<file path="src/rtl/alu_host_pkg.sv">
// Shared widths, FSM state encoding and FIFO payload type for the ALU host injector.
package alu_host_pkg;

  localparam int unsigned DATA_W = 64;
  localparam int unsigned CTRL_W = 16;

  typedef enum logic [1:0] {
    IDLE  = 2'd0,
    ISSUE = 2'd1,
    WAIT  = 2'd2,
    RESP  = 2'd3
  } state_e;

  typedef struct packed {
    logic [DATA_W-1:0] a;
    logic [DATA_W-1:0] b;
    logic [CTRL_W-1:0] ctrl;
  } host_cmd_t;

endpackage

</file>
<file path="src/rtl/alu_host_cmd_fifo.sv">
// Synchronous command FIFO; pointers carry an extra wrap bit to tell full from empty.
module alu_host_cmd_fifo
  import alu_host_pkg::*;
#(
  parameter int unsigned DEPTH = 4
) (
  input  logic      clk,
  input  logic      rst_n,
  input  logic      push,
  input  logic      pop,
  input  host_cmd_t din,
  output host_cmd_t dout,
  output logic      full,
  output logic      empty
);

  localparam int unsigned AW = $clog2(DEPTH);

  host_cmd_t       mem [DEPTH];
  logic [AW:0]     wr_ptr;
  logic [AW:0]     rd_ptr;

  assign empty = (wr_ptr == rd_ptr);
  assign full  = (wr_ptr[AW] != rd_ptr[AW]) && (wr_ptr[AW-1:0] == rd_ptr[AW-1:0]);
  assign dout  = mem[rd_ptr[AW-1:0]];

  always_ff @(posedge clk) begin
    if (!rst_n) begin
      wr_ptr <= '0;
      rd_ptr <= '0;
    end else begin
      if (push && !full)
        wr_ptr <= wr_ptr + (AW+1)'(1);
      if (pop && !empty)
        rd_ptr <= rd_ptr + (AW+1)'(1);
    end
  end

  // Storage needs no reset; only the pointers define validity.
  always_ff @(posedge clk) begin
    if (push && !full)
      mem[wr_ptr[AW-1:0]] <= din;
  end

endmodule

</file>
<file path="src/rtl/alu_host_injector.sv">
// Issues buffered host commands to the ALU tile one at a time and returns each
// result (or a timeout) to the host.
module alu_host_injector
  import alu_host_pkg::*;
#(
  parameter int unsigned FIFO_DEPTH     = 4,
  parameter int unsigned TIMEOUT_CYCLES = 1024
) (
  input  logic              clk,
  input  logic              rst_n,
  input  logic              cmd_valid,
  output logic              cmd_ready,
  input  logic [DATA_W-1:0] cmd_a,
  input  logic [DATA_W-1:0] cmd_b,
  input  logic [CTRL_W-1:0] cmd_ctrl,
  output logic [DATA_W-1:0] host_in_a,
  output logic [DATA_W-1:0] host_in_b,
  output logic [CTRL_W-1:0] host_in_ctrl,
  output logic              host_in_valid,
  input  logic [DATA_W-1:0] host_out_a,
  input  logic              host_out_valid,
  output logic              rsp_valid,
  input  logic              rsp_ready,
  output logic [DATA_W-1:0] rsp_data,
  output logic              rsp_timeout,
  output logic              busy,
  output logic [7:0]        stray_count
);

  localparam int unsigned CNT_W = $clog2(TIMEOUT_CYCLES);

  state_e           state;
  logic [CNT_W-1:0] to_cnt;
  host_cmd_t        cmd_in;
  host_cmd_t        head;
  logic             full;
  logic             empty;
  logic             push;
  logic             pop;

  assign cmd_in    = '{a: cmd_a, b: cmd_b, ctrl: cmd_ctrl};
  assign cmd_ready = !full;
  assign push      = cmd_valid && !full;
  assign pop       = (state == IDLE) && !empty;

  alu_host_cmd_fifo #(.DEPTH(FIFO_DEPTH)) u_fifo (
    .clk   (clk),
    .rst_n (rst_n),
    .push  (push),
    .pop   (pop),
    .din   (cmd_in),
    .dout  (head),
    .full  (full),
    .empty (empty)
  );

  assign host_in_valid = (state == ISSUE);
  assign rsp_valid     = (state == RESP);
  assign busy          = (state != IDLE) || !empty;

  always_ff @(posedge clk) begin
    if (!rst_n) begin
      state        <= IDLE;
      to_cnt       <= '0;
      host_in_a    <= '0;
      host_in_b    <= '0;
      host_in_ctrl <= '0;
      rsp_data     <= '0;
      rsp_timeout  <= 1'b0;
      stray_count  <= '0;
    end else begin
      case (state)
        IDLE: begin
          if (!empty) begin
            host_in_a    <= head.a;
            host_in_b    <= head.b;
            host_in_ctrl <= head.ctrl;
            state        <= ISSUE;
          end
        end
        ISSUE: begin
          to_cnt <= '0;
          state  <= WAIT;
        end
        WAIT: begin
          to_cnt <= to_cnt + CNT_W'(1);
          // A result in the expiry cycle takes priority over the timeout.
          if (host_out_valid) begin
            rsp_data    <= host_out_a;
            rsp_timeout <= 1'b0;
            state       <= RESP;
          end else if (to_cnt == CNT_W'(TIMEOUT_CYCLES - 1)) begin
            rsp_data    <= '0;
            rsp_timeout <= 1'b1;
            state       <= RESP;
          end
        end
        RESP: begin
          if (rsp_ready)
            state <= IDLE;
        end
        default: state <= IDLE;
      endcase

      if (host_out_valid && (state != WAIT) && (stray_count != '1))
        stray_count <= stray_count + 8'd1;
    end
  end

endmodule

</file>
<file path="config.mk">
export PLATFORM = sky130hd
export DESIGN_NAME = alu_host_injector
export DESIGN_NICKNAME = d
export VERILOG_FILES = /design/src/rtl/alu_host_pkg.sv /design/src/rtl/alu_host_cmd_fifo.sv /design/src/rtl/alu_host_injector.sv
export SDC_FILE = /design/constraint.sdc
export NUM_CORES = 1
export LEC_CHECK = 0
export ABC_AREA = 1
export CAP_MARGIN = 10
export CORE_MARGIN = 5
export CORE_UTILIZATION = 30
export DETAILED_ROUTE_END_ITERATION = 12
export PLACE_DENSITY = 0.48
export REMOVE_ABC_BUFFERS = 1
export SLEW_MARGIN = 25
export SYNTH_ARGS = -nofsm -noshare
export SYNTH_HDL_FRONTEND = slang
export SYNTH_SLANG_ARGS = --single-unit
</file>
<file path="constraint.sdc">
create_clock -name clk -period 9.4 [get_ports clk]
set_input_delay 0.94 -clock clk [delete_from_list [all_inputs] [get_ports clk]]
set_output_delay 0.94 -clock clk [all_outputs]
set_load 0.02 [all_outputs]
</file>
# Word-level counts from Yosys, hierarchy flattened
# Memories as Yosys holds them, arrays and structs flattened. A register that Yosys moved wholly into a read port is not among the register bits.
# Cells that the tools add are included.
[word_totals]
ff_bits = 91
ramBits = 576
input_bits = 213
output_inout_bits = 221
elab_cells = 55
n_memories = 1
[classes]
add_sub_neg = 4
eq_ne = 12
mux = 12
bitwise_logic = 1
reduce_logical = 18
[memory_table]
columns = ["name", "words", "word_bits", "read_ports", "rd_clocked_by_memory_dff", "wr", "line", "rtl"]
rows = [
  ["u_fifo.mem", 4, 144, 1, 1, 1, "alu_host_cmd_fifo.sv:19", "host_cmd_t mem [DEPTH];"],
]
[ops]
columns = ["op", "count"]
rows = [
  ["2-to-1 mux 64 bit", 2],
  ["one-hot mux 10 bit (2 select lines)", 1],
  ["adder 10 x 1 -> 10 bit, second input constant", 1],
  ["== test 10 bit, second input constant", 1],
  ["adder 8 x 1 -> 8 bit, second input constant", 1],
  ["2-to-1 mux 2 bit", 4],
  ["inequality test 8 bit, second input constant", 1],
  ["one-hot mux 2 bit (4 select lines)", 1],
  ["logical AND 1 bit", 7],
  ["adder 3 x 1 -> 3 bit, second input constant", 2],
  ["nonzero test 2 bit", 3],
  ["== test 2 bit, second input constant", 2],
  ["2-to-1 mux 1 bit", 4],
  ["inequality test 2 bit, second input constant", 2],
  ["AND reduction 2 bit", 2],
  ["== test 3 bit", 1],
  ["logical NOT 1 bit", 3],
  ["inequality test 3 bit, second input constant", 1],
  ["AND reduction 3 bit", 1],
  ["== test 2 x 1 -> 1 bit, second input constant", 1],
  ["== test 2 bit", 1],
  ["logical NOT 2 bit", 1],
  ["inequality test 2 x 1 -> 1 bit, second input constant", 1],
  ["logical OR 1 bit", 1],
  ["other kinds (2)", 2],
]

# Depth between registers and ports, before layout
# Gate-level depths: netlist of run 1.
[depth]
ltp_word = 7
depth_mapped = 13
ltp_nobuf = 10

# Cells and area by module
# A second synthesis of run 1 with hierarchy kept.
[unflattened]
hier_cells = 2528
area_unflattened_um2 = 30015.0
[by_module_without_submodules]
columns = ["module", "n_inst", "cells_each", "area_each_um2", "seq_area_each_um2"]
rows = [
  ["alu_host_cmd_fifo", 1, 1467, 21817.2, 17456.7],
  ["alu_host_injector", 1, 1061, 8197.9, 4584.4],
]

# Worst setup path after synthesis of run 1
# No wires, ideal clock.
[synth_timing]
path_type = "input -> register"
start = "input cmd_valid"
end = "memory u_fifo.mem[0][0] (netlist name), enable pin"
setup_ps = 650
arrival_time_ps = 7086
required_ps = 8750
setup_slack_ps = 1664
cell_stages = 2
path_cell_list = "nand2_1 -> nor2_1"
[synth_between]
elab_chain_len = 4
[synth_rtl]
columns = ["item", "line", "rtl"]
rows = [
  ["start: declaration", "alu_host_injector.sv:11", "input logic cmd_valid,"],
  ["logical AND 1 bit", "alu_host_injector.sv:43", "assign push = cmd_valid && !full;"],
  ["logical AND 1 bit", "alu_host_cmd_fifo.sv:41", "if (push && !full)"],
  ["2-to-1 mux 1 bit", "alu_host_cmd_fifo.sv:41", ""],
  ["2-to-1 mux 1 bit (implied by the code)", "alu_host_cmd_fifo.sv:42", "mem[wr_ptr[AW-1:0]] <= din;"],
  ["end: declaration", "alu_host_cmd_fifo.sv:19", ""],
]
# No other way between the ends.

# Final worst setup path of run 1
[layout_timing]
start = "register u_fifo.rd_ptr[1]"
end = "output busy"
[layout_between]
elab_chain_len = 3
[layout_rtl]
columns = ["item", "line", "rtl"]
rows = [
  ["start: declaration", "alu_host_cmd_fifo.sv:21", "logic [AW:0] rd_ptr;"],
  ["start signal: assignment", "alu_host_cmd_fifo.sv:35", "rd_ptr <= rd_ptr + (AW+1)'(1);"],
  ["== test 3 bit", "alu_host_cmd_fifo.sv:23", "assign empty = (wr_ptr == rd_ptr);"],
  ["logical NOT 1 bit", "alu_host_injector.sv:59", "assign busy = (state != IDLE) || !empty;"],
  ["logical OR 1 bit", "alu_host_injector.sv:59", ""],
  ["end: declaration", "alu_host_injector.sv:26", "output logic busy,"],
]
# No other way between the ends.

==> results.toml, run 1 <==
[power]
p_per_area_mw_per_mm2 = 290
peakVddDrop_mv = 0.168
leakage_nw = 13.0

[floorplanning]
dieArea_mm2 = 0.106
start_util_pct = 30.2
rows = 115
fp.dieH_um = 325
io_pins = 434
core-area_mm2 = 0.0986
fp.dieW_um = 325

[clocking]
htreeDepth = 3
cts_sinks = 811
cts_buffer_depth = 3
root_buffer = "clkbuf_16"
cts_setup_buffers = 0
clk_latency_ns = 0.65
cts.clk_slew.worst_paths_ns = 0.05
cts_hold_buf = 0
cts_buffers = 92
cts_tree = "built"
post_cts_resized = 0

[timing]
drv_slew = 0
setup_ws_ns = 5.63
grt_setup_unrepaired = "no"
final.min_clock_period_ns = 3.77
tightest_slew_ns = 0.911
fmaxAchievable_ghz = 0.265
relSlewSlack_pct = 39.2
setup_viol = 0
fin_hold_ws_ns = 0.459
finalHoldViolations = 0
period_share_pct = 40.1
skew_ns = 0.0273

[route]
drc = 0
drt_wl_total_mm = 85.3
vias_per_cell = 4.75
dr.pass1.iters = 5
num_vias = 20300
drt_iter0_drc = 1228
avgRoutedWirePerCell_um = 20.0
ant_nets = 0

[critical_path]
r2r_slack_ns = 5.66
crit_type = "reg -> out"
crit_path_start_kind = "flip-flop"
crit_buf_inv = 2
arrival_ns = 2.83
crit_path_max_incr_delay_ns = 0.71
endpoint_kind = "primary output"
critical-path-top-delay-family = "buffers and inverters"
cp_slowest_cell = "clkdlybuf4s50_1"
required_ns = 8.46
worstPathCellList = "inv_4 -> nand2_1 -> nand2_2 -> nand4_1 -> clkdlybuf4s50_1"
critPathMaxFanout = 37

[final_layout]
multi_input_area_mm2 = 0.00689
layout_common_cells = "nor2_1 (590), edfxtp_1 (576), clkdlybuf4s50_1 (432)"
final_common_cell = "nor2_1"
fin_nets = 3115
drive_above_1_share_pct = 6.90
register_area_mm2 = 0.0220
final_util_pct = 39.0
syn_to_final_growth_pct = 28.9
fillCellCount = 9337
final_cells = 4267

[synth]
yosysWarnings = 0
syn_avg_cell_area_um2 = 11.9
ys_ff_latch = 811
ys.flop_type = "edfxtp_1"
yosysSeqAreaShare_pct = 73.8
synth_cell_types = 30
synthCells = 2502
async_reset_ff_share_pct = 0
syn_area_mm2 = 0.0298
synth_edf_count = 576

[placed_design]
io_buffers = 433
dpl_worst_slack_ns = 5.53
hpwl_mm = 48.9
gp_congestion = 0.757
dpl.cell_count = 4083

[grt]
grt_pass1_wl_mm = 129
grt_pass1_vias = 21000
grt_max_degree = 146
antenna_found_initial = 19
gr-total-overflow = 0
globalRouteTotalUtil_pct = 15.7

[min_path]
min_path_type = "reg -> reg"

[status]
run_status = "finished, final reports clean"

[job]
maxCapViolCount = 0
-- tightest hold or removal path: stages, from the launching register on --
cell	delay, ns
dfxtp_1	0.30
nand2_1	0.06
a21oi_1	0.05
-- stage by stage --
step / power, mW / area (um^2) / TNS [ns]
finish: 11.2 / 38400 / 0
global route: 11.8 / 38400 / 0
CTS: 11.4 / 38400 / 0
detailed placement: 7.57 / 35200 / 0
global placement: 7.53 / 35200 / 0
floorplan: 6.21 / 29000 / -1637.12
-- layer usage --
metal	wire length (um)	global-route usage [%]	share of wire (%)	up-vias
li1	-	-	-	9673
met1	37600	20.2	44	9946
met2	39900	26.1	47	519
met3	5800	4.65	6.8	137
met4	1880	3.98	2.2	12
met5	84	0	0.099	-
-- logic make-up (layout without fill, tap and decap cells) --
kind of cell / Yosys count / count (layout) / synth area share, %
flip-flops: 811 / 811 / 73.8
AND/OR/NAND/NOR: 801 / 801 / 10.3
AO/OA/AOI/OAI: 672 / 672 / 11.9
buffers and inverters: 199 / 667 / 3.24
adder cells (fa/ha/maj): 12 / 12 / 0.504
XOR/XNOR: 7 / 7 / 0.206
other: 0 / 10 / 0
-- path summary, 6_finish.rpt --
check	endpoint	cells past startpoint	startpoint
max	busy	5	u_fifo.rd_ptr[1]$_SDFFE_PN0P_
min	rsp_data[49]$_SDFFE_PN0P_	2	rsp_data[49]$_SDFFE_PN0P_
max reg2reg	u_fifo.mem[0][40]$_DFFE_PP_	8	u_fifo.rd_ptr[1]$_SDFFE_PN0P_
min reg2reg	rsp_data[49]$_SDFFE_PN0P_	2	rsp_data[49]$_SDFFE_PN0P_
-- cells in the mapped netlist, drive strengths merged, types with 5 or more instances --
library cell / number / share of area (%)
nand3: 11 / 0.20
edfxtp: 576 / 58
o22ai: 144 / 3.0
buf: 57 / 1.4
inv: 33 / 0.43
o21ai: 447 / 7.5
ha: 12 / 0.50
nand2: 176 / 2.2
a21oi: 81 / 1.4
nor3: 5 / 0.084
dfxtp: 235 / 16
clkbuf: 108 / 1.4
nor2: 604 / 7.7
-- where the power goes --
group | leakage (nW) | internal, mW | total [mW] | switching (mW)
combinational | 4.22 | 1.02 | 2.95 | 1.93
clock | 1.57 | 2.29 | 3.74 | 1.45
sequential | 7.22 | 4.24 | 4.47 | 0.226
total | 13.0 | 7.55 | 11.2 | 3.60
-- registers in the layout, summed over array words and instances (netlist names) --
name / cells
rsp_timeout: 1
u_fifo.rd_ptr: 3
host_in_a: 64
rsp_data: 64
host_in_ctrl: 16
u_fifo.mem: 576
state: 2
stray_count: 8
u_fifo.wr_ptr: 3
to_cnt: 10
host_in_b: 64
-- area by class of cell --
type,count,share of cell area [%]
multi-input combinational,1492,17.9
sequential,811,57.3
inverter,34,0.387
tap,1287,4.19
clock inverter,55,1.76
timing repair buffer,459,11.8
antenna,10,0.0651
clock buffer,119,6.57
Note: power is estimated with default switching activity, not from simulation.
==> run 2, diff against run 1 <==
==> constraint.sdc (replaced) <==
create_clock -name clk -period 3.7 [get_ports clk]
set_input_delay 0.37 -clock clk [delete_from_list [all_inputs] [get_ports clk]]
set_output_delay 0.37 -clock clk [all_outputs]
set_load 0.02 [all_outputs]
==> run 2 against run 1 <==
  * Total power rose to 2.5 times the previous value
  * Critical endpoint unchanged
  * Sequential power rose to 2.5 times the previous value
  * Worst setup slack got worse by 4.9 ns
  * First-iteration DRC count grew 15%
==> results.toml, run 2 (same netlist as run 1, synthesis figures left out) <==
[final_layout]
layout_common_cells = "nor2_1 (590), edfxtp_1 (576), clkdlybuf4s50_1 (432)"
fillCellCount = 9279
final_util_pct = 39.2
drive_above_1_share_pct = 7.03
fin_nets = 3120
stdcell_area_mm2 = 0.0386
largest_register_ffs = 576
syn_to_final_growth_pct = 29.6
final_common_cell = "nor2_1"

[critical_path]
arrival_ns = 2.59
required_ns = 3.33
endpoint_kind = "primary output"
crit_type = "reg -> out"
r2r_slack_ns = 1.02
crit_path_start_kind = "flip-flop"
critPathMaxFanout = 4

[clocking]
cts_tree = "built"
cts_setup_buffers = 0
cts_buffer_depth = 3
htreeDepth = 3
clk_latency_ns = 0.67
cts.clk_slew.worst_paths_ns = 0.05
cts_hold_buf = 0
post_cts_resized = 0
root_buffer = "clkbuf_16"
cts_sinks = 811
cts_buffers = 91

[floorplanning]
core-area_mm2 = 0.0986
dieArea_mm2 = 0.106
start_util_pct = 30.2
rows = 115
fp.dieW_um = 325
fp.dieH_um = 325
io_pins = 434

[power]
p_int_mw = 18.9
leakage_nw = 13.1
clockPowerShare_pct = 32.8
p_per_area_mw_per_mm2 = 730
swShare_pct = 32.9
power.switching_mw = 9.27
p_seq_share_pct = 40.2
peakVddDrop_mv = 0.443
pwr-share-comb_pct = 27.0

[route]
dr.pass1.iters = 5
avgRoutedWirePerCell_um = 20.0
drt_iter0_drc = 1417
drt_wl_total_mm = 85.4
num_vias = 20300
vias_per_cell = 4.75
ant_nets = 0
drc = 0

[grt]
globalRouteTotalUtil_pct = 15.6
antenna_found_initial = 22
grt_pass1_wl_mm = 128
grt_pass1_vias = 20300
gr-total-overflow = 0
grt_max_degree = 206

[timing]
period_share_pct = 80.1
drv_slew = 0
fmaxAchievable_ghz = 0.337
fin_hold_ws_ns = 0.140
skew_ns = 0.0171
setup_ws_ns = 0.736
grt_setup_unrepaired = "no"
tightest_slew_ns = 0.918
final.min_clock_period_ns = 2.96
finalHoldViolations = 0
relSlewSlack_pct = 38.8
setup_viol = 0

[placed_design]
gp_congestion = 0.787
dpl_worst_slack_ns = 0.965
dpl_cell_area_mm2 = 0.0354
io_buffers = 433
hpwl_mm = 50.7

[job]
maxCapViolCount = 0

[status]
run_status = "finished, final reports clean"

[min_path]
min_path_type = "in -> reg"
[run 2: area by class of cell]
class                   instances  area [um^2]  area share [%]
well taps                    1287         1610            4.17
inverters                      34          146           0.379
clock inverters                47          548            1.42
clock buffers                 124         2600            6.74
repair buffers                465         4780            12.4
multi-input cells            1492         6890            17.8
diodes                         14         35.0          0.0907
flip-flops and latches        811        22000            57.0
[run 2: critical path, cell delays in order (launching register included)]
cell and delay (ns):
dfxtp_1 0.33, inv_1 0.12, ha_1 0.37, nand4_1 0.39, clkdlybuf4s50_1 0.71
[run 2: stage by stage]
step | std cells | setup TNS, ns | power [mW]
6_report | 4274 | 0 | 28.2
5_1_grt | 4263 | 0 | 29.8
4_1_cts | 4260 | 0 | 28.7
3_5_place_dp | 4089 | 0 | 19.3
3_3_place_gp | 4089 | 0 | 19.2
2_1_floorplan | 2337 | -5746.81 | 16.1
[run 2: routing by layer]
| layer | share of wire [%] | wire length [um] | track usage (%) |
|---|---|---|---|
| met1 | 44 | 37500 | 20.4 |
| met2 | 46 | 39100 | 24.8 |
| met3 | 8.3 | 7050 | 5.16 |
| met4 | 1.9 | 1640 | 4.56 |
| met5 | 0.12 | 100 | 0 |
[run 2: power groups by stage]
stage / registers (mW) / logic, mW / clock network [mW]
after global placement: 11.5 / 7.68 / 0
after floorplan: 12.4 / 3.68 / 0
final: 11.3 / 7.61 / 9.25
after detailed placement: 11.5 / 7.76 / 0
after global routing: 11.4 / 8.43 / 9.96
after CTS: 11.3 / 7.79 / 9.56
[run 2: worst paths after layout]
path                                       from                     endpoint  cells after the start
hold / removal                            rst_n        state[1]$_SDFFE_PN0P_                      3
setup reg to reg  u_fifo.rd_ptr[1]$_SDFFE_PN0P_  u_fifo.mem[2][57]$_DFFE_PP_                      7
setup / recovery          state[1]$_SDFFE_PN0P_                         busy                      4
hold reg to reg       rsp_data[14]$_SDFFE_PN0P_    rsp_data[14]$_SDFFE_PN0P_                      2
==> run 3, diff against run 2 <==
--- a/config.mk
+++ b/config.mk
@@ -10,7 +10,7 @@
 export CORE_MARGIN = 5
 export CORE_UTILIZATION = 30
 export DETAILED_ROUTE_END_ITERATION = 12
-export PLACE_DENSITY = 0.48
+export PLACE_DENSITY = 0.5
 export REMOVE_ABC_BUFFERS = 1
 export SLEW_MARGIN = 25
 export SYNTH_ARGS = -nofsm -noshare
==> constraint.sdc (replaced) <==
create_clock -name clk -period 2.51 [get_ports clk]
set_input_delay 0.251 -clock clk [delete_from_list [all_inputs] [get_ports clk]]
set_output_delay 0.251 -clock clk [all_outputs]
set_load 0.02 [all_outputs]
==> run 3 against run 2 <==
  * Via count is 0.22% higher
  * Clock skew is 0.00072 ns higher
  * Core utilization is 0.056 points higher
  * Combinational power is 51% higher
  * Clock power is 43% higher
  * Global-route usage is 0.18 points lower
  * Wire length is 1.2% lower
  * Clock-buffer cell count is 1 higher
  * Die area stayed put
  * Register-to-register slack worse by 0.64 ns
  * First-iteration DRC count is 16% lower
==> results.toml, run 3 (same netlist as run 1, synthesis figures left out) <==
[status]
run_status = "finished, final reports clean"

[final_layout]
largest_register_ffs = 576
drive_above_1_share_pct = 6.98
final_common_cell = "nor2_1"
layout_common_cells = "nor2_1 (590), edfxtp_1 (576), clkdlybuf4s50_1 (430)"
stdcell_area_mm2 = 0.0387
multi_input_area_mm2 = 0.00688
register_area_mm2 = 0.0220
final_cells = 4281
fillCellCount = 9311
syn_to_final_growth_pct = 29.8
fin_nets = 3134

[critical_path]
crit_type = "reg -> out"
ff2ff_path_depth = 7
critPathLaunch = "state[1]$_SDFFE_PN0P_"
crit_path_max_incr_delay_ns = 0.35
required_ns = 2.26
critPathMaxFanout = 4
crit_buf_inv = 3
endpoint_kind = "primary output"
r2r_slack_ns = 0.38
crit_path_start_kind = "flip-flop"
critical-path-top-delay-family = "buffers and inverters"
r2r-end = "host_in_a[57]$_SDFFE_PN0P_"
r2r_start = "state[1]$_SDFFE_PN0P_"
worstPathCellList = "inv_1 -> ha_1 -> nand4_1 -> buf_4 -> dlygate4sd2_1"
arrival_ns = 2.09
cp_slowest_cell = "ha_1"

[route]
avgRoutedWirePerCell_um = 19.7
drt_iter0_drc = 1193
dr.pass1.iters = 7
num_vias = 20400
vias_per_cell = 4.76
drc = 0
drt_wl_total_mm = 84.4
ant_nets = 0

[power]
p_int_mw = 27.9
leakage_nw = 13.1
p_per_area_mw_per_mm2 = 1070
p_seq_share_pct = 40.3
clockPowerShare_pct = 31.8
pwr-share-comb_pct = 27.9
power_mw = 41.3
peakVddDrop_mv = 1.07
power.switching_mw = 13.4
swShare_pct = 32.3

[floorplanning]
fp.dieH_um = 325
core-area_mm2 = 0.0986
rows = 115
io_pins = 434
fp.dieW_um = 325
dieArea_mm2 = 0.106
start_util_pct = 30.2

[clocking]
clk_latency_ns = 0.64
cts.clk_slew.worst_paths_ns = 0.06
root_buffer = "clkbuf_16"
cts_buffers = 91
cts_tree = "built"
htreeDepth = 3
cts_hold_buf = 0
cts_sinks = 811
cts_buffer_depth = 3

[grt]
grt_pass1_vias = 20700
grt_max_degree = 211
grt_pass1_wl_mm = 127
globalRouteTotalUtil_pct = 15.4
antenna_found_initial = 27
gr-total-overflow = 0

[timing]
finalHoldViolations = 0
skew_ns = 0.0179
grt_setup_unrepaired = "no"
setup_ws_ns = 0.171
period_share_pct = 93.2
fmaxAchievable_ghz = 0.427
final.min_clock_period_ns = 2.34
setup_viol = 0
relSlewSlack_pct = 39.3
tns_ns = 0
tightest_slew_ns = 0.910
drv_slew = 0

[placed_design]
dpl.cell_count = 4100
dpl_cell_area_mm2 = 0.0356
io_buffers = 433
dpl_worst_slack_ns = 0.383
gp_congestion = 0.787
hpwl_mm = 49.0

[min_path]
min_path_type = "in -> reg"
min_to = "host_in_b[19]$_SDFFE_PN0P_"
hold_start = "rst_n"
hold_path_depth = 3

[job]
maxCapViolCount = 0
[run 3: changes by cell type in the layout (fill, tap and decap cells not counted), sizes merged]
cell and delta:
clkbuf +1, dlygate4sd2 +1, dlymetal6s2s +1, clkdlybuf4s50 -2
buf +14, clkinvlp -1, bufinv +1, inv -1
diode -2, clkinv -5
[run 3: what timing repair did]
action	CTS	global route
setup buffers	2	0
endpoints found under the setup margin	1	1
pin swaps	1	0
resized for setup	1	1
[run 3: layer usage]
layer,share of wire (%),global-route usage (%),wire [um]
met5,0.20,0,172
met4,2.0,4.09,1690
met3,7.9,5.50,6630
met2,48,25.7,40200
met1,42,19.0,35700
[run 3: final cells by class]
class | instances | area share (%)
multi-input combinational | 1492 | 17.8
timing repair buffer | 479 | 13.0
tap | 1287 | 4.16
sequential | 811 | 56.9
antenna | 12 | 0.0776
inverter | 34 | 0.369
clock buffer | 125 | 6.61
clock inverter | 41 | 1.09
[run 3: how the worst max path moves through the flow]
stage                                   to  slack (ns)  cells after the start
3_5_place_dp    host_in_b[46]$_SDFFE_PN0P_        0.38                      7
5_1_grt                               busy        0.03                      5
6_report                              busy        0.17                      5
2_1_floorplan   u_fifo.mem[0][0]$_DFFE_PP_       -9.73                      4
3_3_place_gp   u_fifo.mem[1][93]$_DFFE_PP_        0.41                      9
4_1_cts                          cmd_ready      0.0004                      3
[run 3: worst reg2reg max path: stages, from the launching register on]
cell and delay [ns]:
dfxtp_1 0.33, inv_1 0.13, ha_1 0.35, nand2_8 0.11
inv_6 0.54, buf_4 0.42, nor2_1 0.07, nor2_1 0.12
[run 3: per-stage QoR]
step | util [%] | hold slack, ns
2_1_floorplan | - | 0.350
3_3_place_gp | 36.1 | 0.447
3_5_place_dp | 36.1 | 0.453
4_1_cts | 39.2 | 0.00939
5_1_grt | 39.2 | 0.0351
6_report | 39.2 | 0.0573
[run 3: power by group through the flow]
stage	Clock [mW]	Sequential, mW	Combinational (mW)
floorplan	0	18.2	4.74
global placement	0	16.9	11.5
detailed placement	0	16.9	11.7
CTS	13.6	16.7	11.7
global route	14.2	16.8	12.8
finish	13.2	16.6	11.5
